## src/rtl/obj_affine_fetch_if.sv

```systemverilog
// Signal bundle between the OBJ fetch sequencer, the OAM read port and the
// rotation/scale consumer. The fetch unit uses the master view.
interface obj_affine_fetch_if #(
    parameter int OAM_AW = 8
) ();
    logic              start;
    logic              start_ready;
    logic [6:0]        obj_idx;
    logic [OAM_AW-1:0] oam_addr;
    logic              oam_rd;
    logic [31:0]       oam_rdata;
    logic              out_valid;
    logic              out_ready;
    logic [8:0]        objx;
    logic [7:0]        objy;
    logic [7:0]        hsize;
    logic [7:0]        vsize;
    logic              dblsize;
    logic              affine;
    logic              hidden;
    logic [15:0]       attr2;
    logic [15:0]       a;
    logic [15:0]       b;
    logic [15:0]       c;
    logic [15:0]       d;

    modport master (
        input  start, obj_idx, oam_rdata, out_ready,
        output start_ready, oam_addr, oam_rd, out_valid,
               objx, objy, hsize, vsize, dblsize, affine, hidden, attr2, a, b, c, d
    );

    modport slave (
        output start, obj_idx, oam_rdata, out_ready,
        input  start_ready, oam_addr, oam_rd, out_valid,
               objx, objy, hsize, vsize, dblsize, affine, hidden, attr2, a, b, c, d
    );
endinterface

```

## src/rtl/obj_affine_fetch.sv

```systemverilog
// Per-object OAM attribute fetch: reads attr0/1/2 and, for affine objects,
// the PA..PD group, then holds the decoded object on a valid/ready output.
module obj_affine_fetch #(
    parameter int          OAM_AW = 8,
    parameter logic [15:0] IDENT  = 16'h0100
) (
    input  logic              clock,
    input  logic              reset,
    obj_affine_fetch_if.master bus
);
    typedef enum logic [3:0] {
        S_IDLE, S_RD0, S_RD1, S_RD2, S_PB, S_PC, S_PD, S_PDL, S_DONE
    } state_e;

    state_e            state_q, state_d;
    logic [6:0]        idx_q, idx_d;
    logic [OAM_AW-1:0] oam_addr_q, oam_addr_d;
    logic [8:0]        objx_q, objx_d;
    logic [7:0]        objy_q, objy_d;
    logic [7:0]        hsize_q, hsize_d;
    logic [7:0]        vsize_q, vsize_d;
    logic              dbl_q, dbl_d;
    logic              affine_q, affine_d;
    logic              hidden_q, hidden_d;
    logic [4:0]        group_q, group_d;
    logic [15:0]       attr2_q, attr2_d;
    logic [15:0]       a_q, a_d, b_q, b_d, c_q, c_d, d_q, d_d;

    logic              oam_rd;
    logic [7:0]        rd_addr;
    logic [15:0]       rd_attr0, rd_attr1;
    logic [13:0]       rd_wh;
    logic              rd_dbl;
    logic              unused_attr0_bits;

    // Returns {width, height} in pixels; the prohibited shape decodes as 8x8.
    function automatic logic [13:0] size_decode(input logic [1:0] shape, input logic [1:0] size);
        logic [6:0] w;
        logic [6:0] h;
        case ({shape, size})
            4'b00_00: begin w = 7'd8;  h = 7'd8;  end
            4'b00_01: begin w = 7'd16; h = 7'd16; end
            4'b00_10: begin w = 7'd32; h = 7'd32; end
            4'b00_11: begin w = 7'd64; h = 7'd64; end
            4'b01_00: begin w = 7'd16; h = 7'd8;  end
            4'b01_01: begin w = 7'd32; h = 7'd8;  end
            4'b01_10: begin w = 7'd32; h = 7'd16; end
            4'b01_11: begin w = 7'd64; h = 7'd32; end
            4'b10_00: begin w = 7'd8;  h = 7'd16; end
            4'b10_01: begin w = 7'd8;  h = 7'd32; end
            4'b10_10: begin w = 7'd16; h = 7'd32; end
            4'b10_11: begin w = 7'd32; h = 7'd64; end
            default:  begin w = 7'd8;  h = 7'd8;  end
        endcase
        return {w, h};
    endfunction

    assign rd_attr0          = bus.oam_rdata[15:0];
    assign rd_attr1          = bus.oam_rdata[31:16];
    assign rd_wh             = size_decode(rd_attr0[15:14], rd_attr1[15:14]);
    assign rd_dbl            = rd_attr0[9] & rd_attr0[8];
    assign unused_attr0_bits = ^rd_attr0[13:10];

    // NOTE: sequential state uses non-blocking assignments so every flop samples pre-edge values.
    always_ff @(posedge clock) begin
        if (reset) begin
            state_q    <= S_IDLE;
            idx_q      <= '0;
            oam_addr_q <= '0;
            objx_q     <= '0;
            objy_q     <= '0;
            hsize_q    <= '0;
            vsize_q    <= '0;
            dbl_q      <= 1'b0;
            affine_q   <= 1'b0;
            hidden_q   <= 1'b0;
            group_q    <= '0;
            attr2_q    <= '0;
            a_q        <= IDENT;
            b_q        <= '0;
            c_q        <= '0;
            d_q        <= IDENT;
        end else begin
            state_q    <= state_d;
            idx_q      <= idx_d;
            oam_addr_q <= oam_addr_d;
            objx_q     <= objx_d;
            objy_q     <= objy_d;
            hsize_q    <= hsize_d;
            vsize_q    <= vsize_d;
            dbl_q      <= dbl_d;
            affine_q   <= affine_d;
            hidden_q   <= hidden_d;
            group_q    <= group_d;
            attr2_q    <= attr2_d;
            a_q        <= a_d;
            b_q        <= b_d;
            c_q        <= c_d;
            d_q        <= d_d;
        end
    end

    // NOTE: every always_comb output gets a default first, so no path can infer a latch.
    always_comb begin
        state_d = state_q;
        case (state_q)
            S_IDLE:  if (bus.start) state_d = S_RD0;
            S_RD0:   state_d = S_RD1;
            S_RD1:   state_d = S_RD2;
            S_RD2:   state_d = affine_q ? S_PB : S_DONE;
            S_PB:    state_d = S_PC;
            S_PC:    state_d = S_PD;
            S_PD:    state_d = S_PDL;
            S_PDL:   state_d = S_DONE;
            S_DONE:  if (bus.out_ready) state_d = S_IDLE;
            default: state_d = S_IDLE;
        endcase
    end

    // Address issued in one state returns data in the next; the address holds between reads.
    always_comb begin
        oam_rd  = 1'b0;
        rd_addr = 8'h00;
        case (state_q)
            S_RD0: begin oam_rd = 1'b1; rd_addr = {idx_q, 1'b0}; end
            S_RD1: begin oam_rd = 1'b1; rd_addr = {idx_q, 1'b1}; end
            S_RD2: if (affine_q) begin oam_rd = 1'b1; rd_addr = {group_q, 3'd1}; end
            S_PB:  begin oam_rd = 1'b1; rd_addr = {group_q, 3'd3}; end
            S_PC:  begin oam_rd = 1'b1; rd_addr = {group_q, 3'd5}; end
            S_PD:  begin oam_rd = 1'b1; rd_addr = {group_q, 3'd7}; end
            default: ;
        endcase
        oam_addr_d = oam_rd ? OAM_AW'(rd_addr) : oam_addr_q;
    end

    always_comb begin
        idx_d    = idx_q;
        objx_d   = objx_q;
        objy_d   = objy_q;
        hsize_d  = hsize_q;
        vsize_d  = vsize_q;
        dbl_d    = dbl_q;
        affine_d = affine_q;
        hidden_d = hidden_q;
        group_d  = group_q;
        attr2_d  = attr2_q;
        a_d      = a_q;
        b_d      = b_q;
        c_d      = c_q;
        d_d      = d_q;
        case (state_q)
            S_IDLE: if (bus.start) idx_d = bus.obj_idx;
            S_RD1: begin
                objx_d   = rd_attr1[8:0];
                objy_d   = rd_attr0[7:0];
                affine_d = rd_attr0[8];
                dbl_d    = rd_dbl;
                hidden_d = ~rd_attr0[8] & rd_attr0[9];
                group_d  = rd_attr1[13:9];
                hsize_d  = rd_dbl ? {rd_wh[13:7], 1'b0} : {1'b0, rd_wh[13:7]};
                vsize_d  = rd_dbl ? {rd_wh[6:0], 1'b0}  : {1'b0, rd_wh[6:0]};
            end
            S_RD2: begin
                attr2_d = bus.oam_rdata[15:0];
                if (!affine_q) begin
                    a_d = IDENT;
                    b_d = '0;
                    c_d = '0;
                    d_d = IDENT;
                end
            end
            S_PB:  a_d = bus.oam_rdata[31:16];
            S_PC:  b_d = bus.oam_rdata[31:16];
            S_PD:  c_d = bus.oam_rdata[31:16];
            S_PDL: d_d = bus.oam_rdata[31:16];
            default: ;
        endcase
    end

    assign bus.start_ready = (state_q == S_IDLE);
    assign bus.out_valid   = (state_q == S_DONE);
    assign bus.oam_rd      = oam_rd;
    assign bus.oam_addr    = oam_addr_d;
    assign bus.objx        = objx_q;
    assign bus.objy        = objy_q;
    assign bus.hsize       = hsize_q;
    assign bus.vsize       = vsize_q;
    assign bus.dblsize     = dbl_q;
    assign bus.affine      = affine_q;
    assign bus.hidden      = hidden_q;
    assign bus.attr2       = attr2_q;
    assign bus.a           = a_q;
    assign bus.b           = b_q;
    assign bus.c           = c_q;
    assign bus.d           = d_q;
endmodule

```

## src/flat_wrapper.sv

```systemverilog
// flat-port wrapper written by rule: the top's interface ports become plain ports
module obj_affine_fetch_flat 
#(
    parameter int          OAM_AW = 8,
    parameter logic [15:0] IDENT  = 16'h0100
)
  (clock, reset, bus_start, bus_obj_idx, bus_oam_rdata, bus_out_ready, bus_start_ready, bus_oam_addr, bus_oam_rd, bus_out_valid, bus_objx, bus_objy, bus_hsize, bus_vsize, bus_dblsize, bus_affine, bus_hidden, bus_attr2, bus_a, bus_b, bus_c, bus_d);
  obj_affine_fetch_if #(.OAM_AW(OAM_AW)) bus_i ();
  input  logic clock;
  input  logic reset;
  input wire logic [$bits(bus_i.start)-1:0] bus_start;
  input wire logic [$bits(bus_i.obj_idx)-1:0] bus_obj_idx;
  input wire logic [$bits(bus_i.oam_rdata)-1:0] bus_oam_rdata;
  input wire logic [$bits(bus_i.out_ready)-1:0] bus_out_ready;
  output wire logic [$bits(bus_i.start_ready)-1:0] bus_start_ready;
  output wire logic [$bits(bus_i.oam_addr)-1:0] bus_oam_addr;
  output wire logic [$bits(bus_i.oam_rd)-1:0] bus_oam_rd;
  output wire logic [$bits(bus_i.out_valid)-1:0] bus_out_valid;
  output wire logic [$bits(bus_i.objx)-1:0] bus_objx;
  output wire logic [$bits(bus_i.objy)-1:0] bus_objy;
  output wire logic [$bits(bus_i.hsize)-1:0] bus_hsize;
  output wire logic [$bits(bus_i.vsize)-1:0] bus_vsize;
  output wire logic [$bits(bus_i.dblsize)-1:0] bus_dblsize;
  output wire logic [$bits(bus_i.affine)-1:0] bus_affine;
  output wire logic [$bits(bus_i.hidden)-1:0] bus_hidden;
  output wire logic [$bits(bus_i.attr2)-1:0] bus_attr2;
  output wire logic [$bits(bus_i.a)-1:0] bus_a;
  output wire logic [$bits(bus_i.b)-1:0] bus_b;
  output wire logic [$bits(bus_i.c)-1:0] bus_c;
  output wire logic [$bits(bus_i.d)-1:0] bus_d;
  assign bus_i.start = bus_start;
  assign bus_i.obj_idx = bus_obj_idx;
  assign bus_i.oam_rdata = bus_oam_rdata;
  assign bus_i.out_ready = bus_out_ready;
  assign bus_start_ready = bus_i.start_ready;
  assign bus_oam_addr = bus_i.oam_addr;
  assign bus_oam_rd = bus_i.oam_rd;
  assign bus_out_valid = bus_i.out_valid;
  assign bus_objx = bus_i.objx;
  assign bus_objy = bus_i.objy;
  assign bus_hsize = bus_i.hsize;
  assign bus_vsize = bus_i.vsize;
  assign bus_dblsize = bus_i.dblsize;
  assign bus_affine = bus_i.affine;
  assign bus_hidden = bus_i.hidden;
  assign bus_attr2 = bus_i.attr2;
  assign bus_a = bus_i.a;
  assign bus_b = bus_i.b;
  assign bus_c = bus_i.c;
  assign bus_d = bus_i.d;
  obj_affine_fetch #(.OAM_AW(OAM_AW), .IDENT(IDENT)) u_core (.clock(clock), .reset(reset), .bus(bus_i));
endmodule
```

## config.mk

```make
export PLATFORM = sky130hd
export DESIGN_NAME = obj_affine_fetch_flat
export DESIGN_NICKNAME = d
export VERILOG_FILES = /design/src/rtl/obj_affine_fetch_if.sv /design/src/rtl/obj_affine_fetch.sv /design/src/flat_wrapper.sv
export SDC_FILE = /design/constraint.sdc
export NUM_CORES = 1
export LEC_CHECK = 0
export CAP_MARGIN = 20
export CORE_ASPECT_RATIO = 0.7
export CORE_MARGIN = 8
export CORE_UTILIZATION = 40
export DETAILED_ROUTE_END_ITERATION = 12
export HOLD_SLACK_MARGIN = 0.12
export PLACE_DENSITY = 0.81
export SLEW_MARGIN = 40
export SYNTH_ARGS = -nofsm -noshare
export SYNTH_HDL_FRONTEND = slang
export SYNTH_SLANG_ARGS = --single-unit
export TNS_END_PERCENT = 30
```

## constraint.sdc

```tcl
create_clock -name clock -period 2 [get_ports clock]
set_input_delay 0.3 -clock clock [delete_from_list [all_inputs] [get_ports clock]]
set_output_delay 0.3 -clock clock [all_outputs]
set_load 0.05 [all_outputs]
```

==> results by stage, run 1 <==
Finish:
- At the end of the flow, the number of nets in the layout was 821.
- The diode insertion count for antenna repair is 0.
- The layout cell share with drive strength beyond 1 is 16.0%.
- The filler cell count is 1092.
- The area growth from synthesis to layout is 54.7%.
- In the final layout, the multi-input gates occupy 2380 um^2.
- With fillers left out, the area of the finished cells amounts to 8070 um^2.
- The area taken by flip-flops and latches is 2690 um^2.

Pwr:
- The total leakage power is 3.00 nW.
- The combinational share of power is 17.1%.
- Total power for the finished layout comes to 7.45 mW.
- Per report_power, the clock group accounts for 45.1% of the total.
- The switching share of power is 26.4%.
- The net switching power is 1.97 mW.
- The internal power is 5.48 mW.
- Dividing total power by cell area gives a power density of 923 nW/um^2.
- The worst-case IR drop observed on VDD is 0.609 mV.
- Per report_power, the sequential group accounts for 37.8% of the total.

Timing:
- Of the available clock period, the critical path in the final layout requires 108%.
- Derived from the worst setup path, the maximum achievable clock frequency is 0.464 GHz.
- The final setup violation count is 7.
- After layout, the worst setup slack is -0.156 ns.
- Adding up every negative setup slack in the final design gives -0.816 ns.
- In this run the tightest slew margin relative to its limit is 55.3%.
- The setup skew after layout is 0.00665 ns.
- At the pin with the least slew margin, the transition time is 0.670 ns.
- The total count of max-transition violations in the final report is 0.
- The final critical-path required period is 2.16 ns.
- The count of endpoints failing hold in the final timing report is 0.
- Setup repair after global routing could not meet its margin everywhere.

Worst setup path:
- The required time of the worst setup path is 1.70 ns.
- On the worst path, the slowest cell contributes a delay of 0.35 ns.
- STA classifies the critical path startpoint as a flop.
- The register-to-register path setup slack is 0.17 ns.
- The critical path data arrival time is 1.86 ns.
- For this design, the slowest cell found on the critical path is dfxtp_2.
- The sort of element at the end of the critical path is a primary output.
- The startpoint identified for the worst register-to-register timing path is u_core.state_q[0].
- The critical path is of the flop to primary output type.
- The critical path starts at u_core.state_q[0].
- The critical path goes through buf_6 -> buf_6 -> a21bo_4 -> a21oi_4 -> nand2_2 -> nand2_2 -> buf_12.
- In this run the worst path has a maximum fanout of 6.
- The worst register-to-register path has a depth of 8.
- The worst register-to-register path ends at u_core.bus.attr2[12].

CTS:
- The number of clock buffers inserted by TritonCTS is 17.
- Clock-pin slew was measured on the worst setup and hold paths at 0.06 ns.
- The clock sink count is 134.
- No sink is reached through more buffers than the 2 on the longest clock path.
- Clock tree synthesis selected as its root buffer the cell clkbuf_16.
- For the worst-skew pair, the clock arrives at the later sink with an insertion delay of 0.41 ns.
- The H-tree was split into 4 levels.
- In this run, post-CTS hold repair placed 0 buffers.
- TritonCTS built the clock tree.

Synth:
- The number of warning messages in the yosys log is 0.
- In the synthesized netlist, the number of instances is 595.
- The post-synthesis sequential area ratio is 51.5%.
- The prevailing post-synth register cell is dfxtp_1.
- After synthesis, the netlist uses 48 different library cells.
- Counting flops with a built-in enable in the synthesized netlist gives 0.
- Counting flops with an async set or reset pin after synthesis yields a share of 0%.
- The synthesized flop and latch total is 134.
- A synthesized cell averages 8.76 um^2.
- Summing every instance area after synthesis gives 5210 um^2.

GRT:
- The global-route usage over all layers is 19.8%.
- Entering global routing, the biggest net connects 40 pins.
- The first-pass GRT wire length is 27.1 mm.
- The number of antenna violations at the first check in global routing is 0.
- The aggregate global routing overflow is 0.
- The number of global-route vias before repair is 4867.

Die:
- The floorplan step defined a core boundary enclosing 13000 um^2.
- The initial utilization of the core area, before any placement, comes to 40.2%.
- The die covers 17000 um^2.
- The number of rows in the core area is 35.
- The number of top-level pins is 170.
- The floorplan step set the die height to 112 um.
- The floorplan step set the die width to 152 um.

Placement:
- At the placement stage, the worst setup path has a slack of -0.0459 ns.
- The detailed-placement wirelength estimate is 11.8 mm.
- Routability-driven placement finished with a final weighted congestion of 0.847.
- The number of buffers added on ports is 163.
- Summing all placed instances gives a cell area of 7170 um^2.

Detailed routing:
- The pre-antenna-repair detailed-routing pass consisted of 4 iterations.
- After detailed routing, the number of remaining DRC violations is 0.
- The first routing iteration left 371 violations.
- The average wire length per cell after detail routing is 18.2 um.
- The via density per instance is 5.26.
- Summing over every cut layer, the via total after detailed routing is 5005.
- The number of nets still failing antenna checks after routing is 0.
- The detailed-route wire length is 17.3 mm.

Worst hold path:
- The endpoint with the worst hold slack is u_core.bus.d[10].
- The worst hold path was traced through 2 stages.
- The path class of the tightest hold or removal check is input port to flop.
- The launch point of the worst hold path is reset.

Flow run:
- Max-cap violations in this run came to 0.

Status:
- The checks that failed: setup timing.
- The run finished, with violations left.
flip-flops by register name, indices dropped and copies added, names as in the netlist:
name,cells
u_core.bus.vsize,5
u_core.bus.dblsize,1
u_core.group_q,5
u_core.bus.hidden,1
u_core.bus.hsize,5
u_core.oam_addr_q,8
u_core.bus.b,16
u_core.bus.a,16
u_core.bus.c,16
u_core.bus.attr2,16
u_core.bus.affine,1
u_core.idx_q,7
u_core.bus.objy,8
u_core.state_q,4
u_core.bus.d,16
u_core.bus.objx,9
worst max-delay path by stage:
stage	to	slack, ns	depth (start not counted)
finish	bus_oam_addr[5]	-0.16	7
global route	bus_oam_addr[5]	-0.21	7
CTS	bus_oam_addr[5]	-0.12	5
detailed placement	u_core.bus.hsize[5]	-0.05	8
global placement	u_core.bus.hsize[6]	0.007	8
floorplan	bus_oam_addr[0]	-0.23	4
power by group through the flow:
stage | clock network (mW) | registers [mW] | logic (mW)
after floorplan | 0 | 3.03 | 0.516
after global placement | 0 | 2.86 | 1.15
after detailed placement | 0 | 2.86 | 1.15
after CTS | 3.42 | 2.81 | 1.23
after global routing | 3.54 | 2.82 | 1.35
final | 3.36 | 2.81 | 1.27
timing repair:
item | CTS | global route
buffers inserted | 9 | 1
resized for setup | 26 | 20
pin swaps | 10 | 9
cloned | 1 | 0
endpoints found under the setup margin | 10 | 10
critical path, delay by kind of cell (launching register included):
family | cells | cell delay (ns)
buf+inv | 3 | 0.40
simple gates | 2 | 0.24
compound gates | 2 | 0.47
flops | 1 | 0.35
Yosys cell counts (all sizes together) (5+ instances only):
cell | instances | area (um^2)
dfxtp | 134 | 2680
nand2 | 108 | 408
nor2 | 78 | 293
a22oi | 66 | 495
a21oi | 59 | 299
buf | 33 | 224
clkbuf | 20 | 76.3
mux2i | 11 | 110
nand3b | 7 | 52.6
a211oi | 6 | 45.0
nor2b | 6 | 37.5
o21ai | 6 | 30.0
a31oi | 5 | 31.3
ha | 5 | 62.6
inv | 5 | 18.8
nand2b | 5 | 31.3
per-layer routing:
metal	vias up	routed length, um	track usage (%)
met1	2397	7540	24.6
met3	19	1520	7.35
li1	2394	-	-
met2	195	8030	31.7
met5	-	0	0
met4	0	201	5.45
cells in the final DEF, fill, tap and decap left out, types with 3 or more instances in the layout:
| cell type | count |
|---|---|
| clkdlybuf4s50_1 | 150 |
| dfxtp_1 | 130 |
| nand2_1 | 96 |
| nor2_1 | 78 |
| a22oi_1 | 62 |
| a21oi_1 | 56 |
| buf_4 | 35 |
| clkbuf_16 | 17 |
| buf_12 | 14 |
| mux2i_1 | 11 |
| nand2_2 | 10 |
| nand3b_1 | 7 |
| buf_6 | 7 |
| a211oi_1 | 6 |
| conb_1 | 6 |
| nor2b_1 | 5 |
| ha_1 | 5 |
| bufinv_16 | 5 |
| a22oi_2 | 4 |
| inv_1 | 4 |
| nor3b_1 | 4 |
| nand2b_1 | 4 |
| o21ai_0 | 4 |
| clkinv_4 | 4 |
| dfxtp_2 | 4 |
| and2_1 | 3 |
| o211ai_1 | 3 |
| a31oi_1 | 3 |
| nand3_1 | 3 |
| clkbuf_1 | 3 |
layout make-up:
class / instances / share of cell area (%)
Sequential cell: 134 / 33.3
Multi-Input combinational cell: 408 / 29.5
Timing Repair Buffer: 207 / 26.4
Clock buffer: 20 / 5.41
Tap cell: 166 / 2.57
Clock inverter: 12 / 2.51
Inverter: 5 / 0.264
metrics by stage:
stage	util, %	hold WS [ns]	instances
final	62.2	0.321	952
after global routing	62.2	0.331	952
after floorplan	-	0.436	600
after CTS	61.5	0.306	951
after global placement	55.3	0.438	909
after detailed placement	55.3	0.448	909
cells by family (layout without fill, tap and decap cells):
kind of cell	after synthesis	in the layout	share of synthesized area (%)
AO/OA/AOI/OAI	152	152	18.9
XOR/XNOR	1	1	0.168
adder cells (fa/ha/maj)	5	5	1.20
buffers and inverters	58	244	6.12
flip-flops	134	134	51.5
multiplexers	12	12	2.33
other	1	6	0.0719
AND/OR/NAND/NOR	232	232	19.8
Note: power is estimated with default switching activity, not from simulation.
==> run 2: changes to the inputs <==
CAP_MARGIN = not set   (was 20)
HOLD_SLACK_MARGIN = not set   (was 0.12)
==> results of run 2 <==
Final layout, timing and power as in run 1 (identical DEF).
